**src/rtl/cpu_6502_pe_pkg.sv**
```systemverilog
// Shared widths, nibble-index type and the production coefficient set for the
// nibble-serial systolic FIR processing element.
package cpu_6502_pe_pkg;

  localparam int CW      = 6;   // coefficient width
  localparam int XW      = 8;   // sample width (2 nibbles)
  localparam int YW      = 16;  // partial-sum width (one frame)
  localparam int NIBBLES = 4;   // nibbles per frame
  localparam int NIB_W   = 4;   // bits per nibble

  typedef logic [1:0] nib_idx_t;

  // Production 8-tap coefficient set, tap 0 first.
  localparam logic [CW-1:0] DEFAULT_COEF [0:7] = '{
    6'd4, 6'd12, 6'd25, 6'd34, 6'd34, 6'd25, 6'd12, 6'd4
  };

endpackage

```
**src/rtl/cpu_6502_pe_shreg.sv**
```systemverilog
// Four-nibble parallel-load / serial-out register, LS nibble first.
// Ports:
//   clk, reset : clock and synchronous active-high clear
//   load       : parallel-load din (takes priority over shifting)
//   din        : frame word to serialise
//   dout       : current output nibble (register bits, no gating)
// Zeros shift in from the top, so the register drains to zero four cycles
// after a load and dout reads 0 whenever no frame is in flight.
module cpu_6502_pe_shreg
  import cpu_6502_pe_pkg::*;
(
  input  logic                       clk,
  input  logic                       reset,
  input  logic                       load,
  input  logic [NIBBLES*NIB_W-1:0]   din,
  output logic [NIB_W-1:0]           dout
);

  logic [NIBBLES*NIB_W-1:0] sh_p1;

  always_ff @(posedge clk) begin
    if (reset) begin
      sh_p1 <= '0;
    end else if (load) begin
      sh_p1 <= din;
    end else begin
      sh_p1 <= {{NIB_W{1'b0}}, sh_p1[NIBBLES*NIB_W-1:NIB_W]};
    end
  end

  assign dout = sh_p1[NIB_W-1:0];

endmodule

```
**src/rtl/cpu_6502_pe.sv**
```systemverilog
// Nibble-serial processing element for a systolic FIR chain.
// Accumulates a 4-nibble input frame (sample X in nibbles 0-1, partial sum Y in
// nibbles 0-3), computes Y + Cin*X mod 2^16 on the last nibble and streams the
// result out over the next four cycles together with the previous frame's X.
// Ports:
//   clk, reset : clock, synchronous active-high reset
//   Rdy        : input frame strobe, high for each input nibble
//   Cin        : unsigned tap coefficient, used on nibble 3
//   Xin, Yin   : sample / partial-sum nibbles, LS first
//   Vld        : output frame strobe
//   Xout, Yout : delayed-sample / result nibbles, LS first, 0 when Vld=0
module cpu_6502_pe
  import cpu_6502_pe_pkg::*;
(
  input  logic             clk,
  input  logic             reset,
  input  logic             Rdy,
  input  logic [CW-1:0]    Cin,
  input  logic [NIB_W-1:0] Xin,
  input  logic [NIB_W-1:0] Yin,
  output logic             Vld,
  output logic [NIB_W-1:0] Xout,
  output logic [NIB_W-1:0] Yout
);

  function automatic logic [YW-1:0] mac_wrap(input logic [YW-1:0] y,
                                              input logic [CW-1:0] c,
                                              input logic [XW-1:0] x);
    logic [CW+XW-1:0] prod;
    prod = c * x;
    return y + YW'(prod);  // wraps silently
  endfunction

  nib_idx_t          cnt_p0;
  logic [XW-1:0]     x_acc_p0;
  logic [YW-5:0]     y_acc_p0;
  logic [XW-1:0]     xprev;
  logic              done_p0;
  logic [YW-1:0]     result_p0;
  logic              vld_p1;
  logic [1:0]        left_p1;

  // ---- stage p0: nibble capture and frame completion ----
  assign done_p0   = Rdy && (cnt_p0 == 2'd3);
  assign result_p0 = mac_wrap({Yin, y_acc_p0}, Cin, x_acc_p0);

  // Any cycle with Rdy low discards a partial frame.
  always_ff @(posedge clk) begin
    if (reset) begin
      cnt_p0 <= '0;
      xprev  <= '0;
    end else if (Rdy) begin
      cnt_p0 <= cnt_p0 + 2'd1;
      if (done_p0) xprev <= x_acc_p0;
    end else begin
      cnt_p0 <= '0;
    end
  end

  // Accumulators are always rewritten before use, so they carry no reset.
  always_ff @(posedge clk) begin
    if (Rdy) begin
      case (cnt_p0)
        2'd0: begin
          x_acc_p0[3:0] <= Xin;
          y_acc_p0[3:0] <= Yin;
        end
        2'd1: begin
          x_acc_p0[7:4] <= Xin;
          y_acc_p0[7:4] <= Yin;
        end
        2'd2: y_acc_p0[11:8] <= Yin;
        default: ;
      endcase
    end
  end

  // ---- stage p1: serial output frame ----
  // A completion on the last output cycle reloads with no bubble.
  always_ff @(posedge clk) begin
    if (reset) begin
      vld_p1  <= 1'b0;
      left_p1 <= '0;
    end else if (done_p0) begin
      vld_p1  <= 1'b1;
      left_p1 <= 2'd3;
    end else if (left_p1 != 2'd0) begin
      left_p1 <= left_p1 - 2'd1;
    end else begin
      vld_p1  <= 1'b0;
    end
  end

  // xprev still holds the previous frame's sample on the load edge.
  cpu_6502_pe_shreg u_y_sh (
    .clk   (clk),
    .reset (reset),
    .load  (done_p0),
    .din   (result_p0),
    .dout  (Yout)
  );

  cpu_6502_pe_shreg u_x_sh (
    .clk   (clk),
    .reset (reset),
    .load  (done_p0),
    .din   ({{(YW-XW){1'b0}}, xprev}),
    .dout  (Xout)
  );

  assign Vld = vld_p1;

endmodule

```
**config.mk**
```make
export PLATFORM = sky130hd
export DESIGN_NAME = cpu_6502_pe
export DESIGN_NICKNAME = d
export VERILOG_FILES = /design/src/rtl/cpu_6502_pe_pkg.sv /design/src/rtl/cpu_6502_pe_shreg.sv /design/src/rtl/cpu_6502_pe.sv
export SDC_FILE = /design/constraint.sdc
export NUM_CORES = 1
export LEC_CHECK = 0
export CELL_PAD_IN_SITES_DETAIL_PLACEMENT = 1
export CELL_PAD_IN_SITES_GLOBAL_PLACEMENT = 2
export CORE_MARGIN = 3
export CORE_UTILIZATION = 25
export CTS_CLUSTER_DIAMETER = 50
export CTS_CLUSTER_SIZE = 12
export DETAILED_ROUTE_END_ITERATION = 10
export PLACE_DENSITY = 0.63
export SLEW_MARGIN = 40
export SYNTH_ARGS = -nofsm -noshare
export SYNTH_HDL_FRONTEND = slang
export SYNTH_HIERARCHICAL = 1
export SYNTH_SLANG_ARGS = --single-unit
```
**constraint.sdc**
```tcl
create_clock -name clk -period 14.7 [get_ports clk]
set_clock_uncertainty 0.05 [all_clocks]
set_input_delay 2.94 -clock clk [delete_from_list [all_inputs] [get_ports clk]]
set_output_delay 2.94 -clock clk [all_outputs]
set_load 0.02 [all_outputs]
```
* Word level (Yosys, flattened, before mapping) *
Index checks and enable logic that the tools add are counted.

word-level totals
  word-level logic and storage cells = 40
  bits in writable memories = 0
  bits of input ports = 17
  bits in latches = 0
  ROM bits = 0
  memories kept = 0
  register bits = 61
  output and inout bits = 9

operators by class
  bitwise gates (word level) = 2
  reductions and logical operators = 11
  equal/unequal tests = 4
  mux-type cells = 6
  $mul = 1
  order comparisons = 0
  shift-type cells = 0
  add/subtract/negate cells = 3
  divide/modulo/power cells = 0

operator list
  cell                                               count
  adder 16 x 14 -> 16 bit                            1
  multiplier 6 x 8 -> 14 bit                         1
  2-to-1 mux 12 bit                                  1
  2-to-1 mux 8 bit                                   1
  AND reduction 2 bit                                4
  OR reduction 2 bit                                 3
  == test 2 bit (second input constant)              2
  2-to-1 mux 2 bit                                   2
  nonzero test 2 bit                                 2
  adder 2 x 1 -> 2 bit (second input constant)       1
  == test 2 x 1 -> 1 bit (second input constant)     1
  zero test 2 bit                                    1
  2-to-1 mux 1 bit                                   2
  != test 2 bit (second input constant)              1
  NOT 1 bit                                          2
  subtractor 2 x 1 -> 2 bit (second input constant)  1
  logical AND 1 bit                                  1

* Longest topological paths before layout *
Gate-level depths: netlist of the first run.

  word-level depth = 4
  depth in mapped cells = 18
  gate-level depth less buffers = 18

* Modules after synthesis *
The synthesis of the first run kept the hierarchy.

modules (own cells, without submodules)
  module             seq. area each (sq um)  times used  cells each  area each (sq um)
  cpu_6502_pe        860.8                   1           323         3155.5
  cpu_6502_pe_shreg  320.3                   2           51          561.8

* Worst setup path before layout of the first run *
Ideal clock, no wire load.

  path kind = in2reg
  start point = input Cin[2]
  end point = register u_y_sh.sh_p1[13]
  stages on the path = 17
  path buffers = 0
  data required time = 14535 ps
  slack = 7665 ps
  library setup time = 115 ps
  arrival time = 6870 ps
  cells stage by stage = and2_1 -> fa_1 -> inv_1 -> fa_1 -> inv_1 -> fa_1 -> inv_1 -> fa_1 -> inv_1 -> ha_1 -> a21o_1 -> a221oi_2 -> o21ai_0 -> a41oi_1 -> o21bai_1 -> xor2_1 -> and2_1

on the way
  longest elaborated chain between the ends = 2

ends and longest elaborated chain
  what                        line                     RTL
  start: declaration          cpu_6502_pe.sv:18        input logic [CW-1:0] Cin,
  multiplier 6 x 8 -> 14 bit  cpu_6502_pe.sv:30        prod = c * x;
  adder 16 x 14 -> 16 bit     cpu_6502_pe.sv:31        return y + YW'(prod);
  named net result_p0[13]     cpu_6502_pe.sv:39        logic [YW-1:0] result_p0;
  end signal: assignment      cpu_6502_pe_shreg.sv:25  sh_p1 <= din;
  end signal: assignment      cpu_6502_pe_shreg.sv:27  sh_p1 <= {{NIB_W{1'b0}}, sh_p1[NIBBLES*NIB_W-1:NIB_W]};
  end: declaration            cpu_6502_pe_shreg.sv:19  logic [NIBBLES*NIB_W-1:0] sh_p1;

The timed path passes the listed nets, and every way through them passes these cells.
A chain may end at the register's enable or synchronous reset.

* Worst setup path after layout of the first run *
Ends and elaborated chain as after synthesis.

==> results.txt, run 1 <==
* Gr usage total: 0.108
- Kind of launch point of the worst setup path: input port
- The critical path goes through clkdlybuf4s50_1 > and2_1 > fa_1 > inv_1 > fa_1 > inv_1 > fa_1 > inv_1 > fa_1 > inv_1 > ha_1 > a21o_1 > a221oi_2 > o21ai_0 > a41oi_1 > o21bai_1 > xor2_1 > and2_1.
- The path class of the tightest hold or removal check is register to register.
* Number of buffers added to fix hold violations after cts: 0
- Setup TNS: 0 ns
- Via count: 2809
- After detailed routing, the number of remaining DRC violations is 0.
- The wire-length estimate of the detail-placed layout is 7190 um.
* Power density over the cells: 129 mW/mm^2
- Max-cap violations in this run came to 0.
- Slowest-stage cell, CP: clkdlybuf4s50_1
- Met3 layer wire length in the routed design: 163 um
* Leak pwr: 2.21 nW
- Measured against its own limit, the worst slew margin works out to 0.631.
- Met2 Routed Length: 4460 um
* Final-stage net count: 543
- Synth cell types: 40
- The floorplan has 47 rows.
- Summing all non-filler instances in the final layout gives an area of 0.00505 mm^2.
- Clock Latency Late Sink: 0.33 ns
- Summing all placed instances gives a cell area of 0.00474 mm^2.
- At the pin with the least slew margin, the transition time is 0.551 ns.
- Largest voltage drop on the vdd net: 0.0485 mV
* Number of antenna diodes: 0
- In this run the vertical extent of the chip is 137 um.
- Share of synthesized cell area in and, or, nand and nor gates: 0.141
* Horizontal die dimension: 137 um
* Via density per instance: 4.14
* Required time at the worst-slack endpoint: 14.88 ns
- Post-CTS sizing: 0
- Commonest non-fill, non-tap cell in the layout: inv_1
- In this run the post-CTS setup repair buffer count came out at 0.
- The cell count after synthesis came out at 425.
- Reg2reg start: x_acc_p0[3]
* Max Buffers Root-to-Sink: 2
- The H-tree was split into 3 levels.
- The number of global-route vias before repair is 3048.
- Clock-pin slew was measured on the worst setup and hold paths at 0.06 ns.
* Wire length of the first global-routing pass: 15300 um
* Total congestion overflow after global routing: 0
- STA puts the critical path data arrival time at 7.80 ns.
- XOR/XNOR share of the synthesized area: 0.0287
- Area growth from synthesis to layout: 18.1%
- After synthesis, the largest family of logic cells by area is adder cells.
- The tree is rooted in a clkbuf_16.
* Final weighted congestion in routability-driven placement: 0.786
* Remaining number of nets flagged by the antenna check after routing: 0
* Seq/Total Area, Yosys: 0.351
* Iteration count of the initial detailed-routing pass: 5
* CP max FO: 8
- Status: finished, final reports clean
- I/O Buffers: 25
* Compound-cell area share of the yosys netlist: 0.0561
- Entering global routing, the biggest net connects 40 pins.
* IO Pins: 26
- TritonCTS built the clock tree.
* Element type at the critical path end: register
- The final layout contains routed wiring with a total length of 9120 um.
- The Yosys step of the flow raised 6 warnings.
- The worst hold path begins at u_x_sh/sh_p1[15].
* Number of slew-limit violations in the final report: 0
* Per-instance average area after synthesis: 10.1 um^2
- Counting I/O delays and the setup requirement, the final critical path takes 7.62 ns.
- #FFs+latches synth: 65
* First element of the critical path: Cin[2]
- CTS saw 65 sinks.
- After detailed routing, the average wire length per cell comes to 13.4 um.
* Most used cells in the layout excluding fill and tap cells: inv_1, and2_1, dfxtp_1, fa_1, ha_1
- The critical path is of the input port to register type.
- After synthesis the cells add up to 0.00428 mm^2.
* First DRT Iteration DRCs: 86
- Largest stage delay on the critical path: 0.54 ns
* Ratio of cells with drive above 1 in the final layout: 0.0566
- Setup-violating endpoint count in the final report: 0
- The floorplan step defined a core boundary enclosing 0.0166 mm^2.
- The initial antenna violation count was 0.
* Mux contribution to synthesized area: 0.0588
- Hold violation count in the final report: 0
- Starting density of the core: 0.257
- Final core utilization: 0.304
- The die covers 0.0187 mm^2.
- Share of the clock period used by the worst path: 0.518
- Wire length on met1: 4330 um
- Number of clock buffers inserted by TritonCTS: 9
* Highest clock rate: 131 MHz
- The highest layer touched by signal routing is met4.
- Of the total synthesized cell area, the portion taken by full adders, half adders and majority gates is 0.274.
- Setup repair after global routing left no endpoint under its margin.
## final cells by class
| type | count | area, um^2 |
|---|---|---|
| Clock buffer | 11 | 275 |
| Fill cell | 1879 | 11600 |
| Multi-Input combinational cell | 277 | 2420 |
| Inverter | 74 | 278 |
| Timing Repair Buffer | 27 | 265 |
| Clock inverter | 5 | 40.0 |
| Sequential cell | 65 | 1500 |
| Tap cell | 220 | 275 |
## per-layer routing
metal  track usage  vias up
met5             0        -
met4        0.0432        0
met3        0.0188       12
met2         0.176       28
met1         0.142     1391
li1              -     1378
## cells by family after synthesis
kind of cell             after synthesis
AND/OR/NAND/NOR                      120
buffers and inverters                 90
adder cells (fa/ha/maj)               72
flip-flops                            65
AO/OA/AOI/OAI                         38
multiplexers                          25
XOR/XNOR                              14
other                                  1
## final timing paths
check | depth (start not counted) | to | slack [ns]
max | 18 | u_y_sh/sh_p1[13] | 7.08
min | 2 | u_x_sh/sh_p1[11] | 0.41
max reg2reg | 17 | u_y_sh/sh_p1[13] | 9.77
min reg2reg | 2 | u_x_sh/sh_p1[11] | 0.41
## metrics by stage
| step | power, mW | cells | hold WS [ns] | setup slack [ns] |
|---|---|---|---|---|
| floorplan | 0.381 | 432 | 0.380 | 7.67 |
| global placement | 0.436 | 663 | 0.397 | 6.82 |
| detailed placement | 0.440 | 663 | 0.403 | 6.75 |
| CTS | 0.667 | 679 | 0.411 | 7.10 |
| global route | 0.703 | 679 | 0.440 | 6.86 |
| finish | 0.651 | 679 | 0.410 | 7.08 |
## Yosys cell counts
master | instances | area [um^2]
nand2_1 | 34 | 128
a21oi_2 | 1 | 8.76
conb_1 | 1 | 3.75
a31o_2 | 1 | 8.76
a21oi_1 | 19 | 95.1
buf_6 | 2 | 22.5
or2_2 | 1 | 6.26
a21o_2 | 1 | 8.76
buf_2 | 1 | 5.00
a221oi_2 | 1 | 15.0
nand2b_1 | 2 | 12.5
mux2i_1 | 24 | 240
nor4_1 | 1 | 6.26
o311ai_0 | 1 | 8.76
clkinv_1 | 1 | 3.75
nor2b_1 | 2 | 12.5
buf_1 | 3 | 11.3
buf_4 | 8 | 60.1
ha_1 | 36 | 450
o21ai_0 | 5 | 25.0
nand3_1 | 2 | 10.0
and4_2 | 1 | 10.0
xor2_1 | 6 | 52.6
clkbuf_1 | 2 | 7.51
a21o_1 | 4 | 30.0
and3_2 | 1 | 7.51
and3b_1 | 1 | 8.76
mux2_2 | 1 | 11.3
xnor2_1 | 8 | 70.1
inv_1 | 73 | 274
fa_1 | 36 | 721
nor3b_1 | 1 | 7.51
a41oi_1 | 1 | 8.76
edfxtp_1 | 20 | 601
a31oi_1 | 1 | 6.26
and2_1 | 47 | 294
nor2_1 | 27 | 101
a311o_1 | 1 | 10.0
o21bai_1 | 2 | 15.0
dfxtp_1 | 45 | 901
## sequential cells by signal (all words and copies together), names as in the netlist
name,cells
cnt_p0,2
xprev,8
x_acc_p0,8
u_x_sh/sh_p1,16
left_p1,2
y_acc_p0,12
u_y_sh/sh_p1,16
Vld,1
## critical path, delay by kind of cell
| kind | cells | cell delay, ns |
|---|---|---|
| adder cells (fa/ha/maj) | 5 | 2.38 |
| AO/OA/AOI/OAI | 5 | 1.23 |
| buffers and inverters | 5 | 0.74 |
| AND/OR/NAND/NOR | 2 | 0.38 |
| XOR/XNOR | 1 | 0.14 |
## where the power goes
part / total, mW / switching [mW] / internal [mW] / leakage (nW)
Clock: 0.221 / 0.0850 / 0.136 / 0.157
Combinational: 0.235 / 0.131 / 0.103 / 1.50
Sequential: 0.195 / 0.00389 / 0.191 / 0.549
Total: 0.651 / 0.220 / 0.430 / 2.21
No activity file was read; power rests on OpenSTA's default activity.
==> run 2: changes to the inputs <==
- clock period: 14.7 -> 7.74 ns (I/O delays scaled with it)
==> results.txt, run 2 (synthesis gave the netlist of run 1 again) <==
- The final instance area was 0.00502 mm^2 (was 0.00505 mm^2).
- DIE AREA: 0.0187 mm^2 (unchanged)
- The sequential standard cell area came to 0.00150 mm^2 (unchanged).
- Max Buffers Root-to-Sink: 2 (unchanged)
- The number of nets with antenna violations after routing was 0 (unchanged).
* Number of antenna violations at the first check in global routing: 0 (unchanged)
- Clock Latency Late Sink: 0.33 ns (about the same)
- The final layout net count came to 543 (unchanged).
- Clock net sink count: 65 (unchanged)
- Final total power: 1.20 mW (was 0.651 mW)
- The number of slew-limit violations in the final report is 0 (unchanged).
- Share of the clock period used by the worst path: 0.801
* Root Driver: clkbuf_16 (unchanged)
- The I/O pin total came to 26 (unchanged).
- Number of buffers added to fix hold violations after cts: 0 (unchanged)
- The peak supply drop is 0.0954 mV (was 0.0485 mV).
* Via count: 2788 (was 2809)
* Final routed DRC violation total: 0 (unchanged)
- Ratio of cells with drive above 1 in the final layout: 0.0566 (unchanged)
* Die Ht: 137 um (unchanged)
- Htree depth: 3 (unchanged)
* Worst reg2reg path depth: 17 (unchanged)
- For this run, the top clock speed supported by timing is 161 MHz.
- The wire length of the first global-routing pass came to 15300 um (about the same).
- The power density relative to cell area is 239 mW/mm^2 (was 129 mW/mm^2).
- The count of antenna diodes in the layout was 0 (unchanged).
- The starting DRC count in detailed routing is 106 (was 86).
- The clock period could shrink to 6.20 ns.
- The number of placement rows is 47 (unchanged).
* Hold violation count in the final report: 0 (unchanged)
- The count of maximum capacitance violations is 0 (unchanged).
* Leak pwr: 2.19 nW (was 2.21 nW)
* Average detailed-routed wire length per instance: 13.4 um (about the same)
* Arrival time of data at the critical path endpoint: 6.39 ns (was 7.80 ns)
- The number of gates resized after cts was 0 (unchanged).
* Sum of routed wire length over all layers: 9090 um (was 9120 um)
- The number of inserted filler cells in the final layout came to 1888 (was 1879).
- CP max FO: 8 (unchanged)
- Status: finished, final reports clean (unchanged)
- The starting utilization of the core area is 0.257 (unchanged).
- Post-CTS setup buffer count: 0 (unchanged)
- Horizontal die dimension: 137 um (unchanged)
- Kind of launch point of the worst setup path: input port (unchanged)
- Setup TNS: 0 ns (unchanged)
- The path category of the worst min-delay check was register to register (unchanged).
- Most used cells in the layout excluding fill and tap cells: inv_1, and2_1, dfxtp_1, fa_1, ha_1 (unchanged)
* Slew at the pin closest to its max-slew limit: 0.545 ns (was 0.551 ns)
* Area growth from synthesis to layout: 17.3% (was 18.1%)
* Number of global-route vias before repair: 3046 (was 3048)
- The critical path class is input port to register (unchanged).
- The final core utilization was 0.302 (was 0.304).
- The max-slew headroom at the worst pin was 0.634 (was 0.631).
- Setup repair after global routing missed its margin: false (unchanged)
- The clock slew at the register clock pins of the worst setup and hold paths is 0.06 ns (about the same).
* HPWL after DPL: 7170 um (was 7190 um)
- Setup-violating endpoint count in the final report: 0 (unchanged)
* I/O Buffers: 25 (unchanged)
- Clock tree from TritonCTS: yes (unchanged)
- The placeable core region came to 0.0166 mm^2 (unchanged).
- Min-Delay Path Depth: 2 (unchanged)
- The number of clock buffers inserted by TritonCTS is 9 (unchanged).
- Gr usage total: 0.107 (was 0.108)
- The largest net degree at the start of global routing was 40 (unchanged).
- The most common cell after layout, fill and taps aside is inv_1 (unchanged).
* Total congestion overflow after global routing: 0 (unchanged)
- Top flop regs: u_x_sh/sh_p1: 16 flops, u_y_sh/sh_p1: 16 flops, y_acc_p0: 12 flops (unchanged)
- Final weighted congestion in routability-driven placement: 0.772 (was 0.786)
- Combined area of the multi-input logic cells: 0.00242 mm^2 (unchanged)
- Area of placed instances: 0.00474 mm^2 (unchanged)
- The worst endpoint required time was 7.92 ns (was 14.88 ns).
- Iteration count of the initial detailed-routing pass: 4 (was 5)
- Hold slack final: 0.414 ns (was 0.410 ns)
- Via density per instance: 4.11 (was 4.14)
- Element type at the critical path end: register (unchanged)
## run 2: final timing paths
path,slack (ns),startpoint,to
max,1.54,Cin[5],u_y_sh/sh_p1[13]
min,0.41,xprev[4],xprev[4]
max reg2reg,2.83,x_acc_p0[3],u_y_sh/sh_p1[13]
min reg2reg,0.41,xprev[4],xprev[4]
## run 2: final cells by class
type / instances / share of cell area
repair buffers: 27 / 0.0529
well taps: 220 / 0.0548
flip-flops and latches: 65 / 0.299
clock buffers: 10 / 0.0476
multi-input cells: 277 / 0.482
inverters: 74 / 0.0553
clock inverters: 6 / 0.00798
## run 2: critical path: stages
cell             delay (ns)
clkdlybuf4s50_1        0.64
nand2_1                0.13
fa_1                   0.53
fa_1                   0.55
inv_1                  0.06
fa_1                   0.53
inv_1                  0.05
fa_1                   0.50
inv_1                  0.04
ha_1                   0.35
a21o_1                 0.20
a221oi_2               0.39
o21ai_0                0.23
a41oi_1                0.25
o21bai_1               0.10
xor2_1                 0.14
and2_1                 0.13
## run 2: power breakdown
group | internal [mW] | switching [mW] | total, mW | leakage [nW]
logic | 0.196 | 0.249 | 0.445 | 1.50
clock network | 0.226 | 0.158 | 0.385 | 0.143
registers | 0.362 | 0.00747 | 0.370 | 0.549
total | 0.784 | 0.415 | 1.20 | 2.19
## run 2: per-stage QoR
| stage | setup slack, ns | cells |
|---|---|---|
| 3_3_place_gp | 1.25 | 663 |
| 5_1_grt | 1.27 | 679 |
| 6_report | 1.54 | 679 |
| 2_1_floorplan | 2.10 | 432 |
| 3_5_place_dp | 1.18 | 663 |
| 4_1_cts | 1.53 | 679 |
## run 2: metal layers
layer | global-route usage | share of wire | vias up
met5 | 0 | 0 | -
met4 | 0.0399 | 0.018 | 0
met3 | 0.0221 | 0.018 | 11
met2 | 0.171 | 0.48 | 28
met1 | 0.143 | 0.49 | 1375
li1 | - | - | 1374
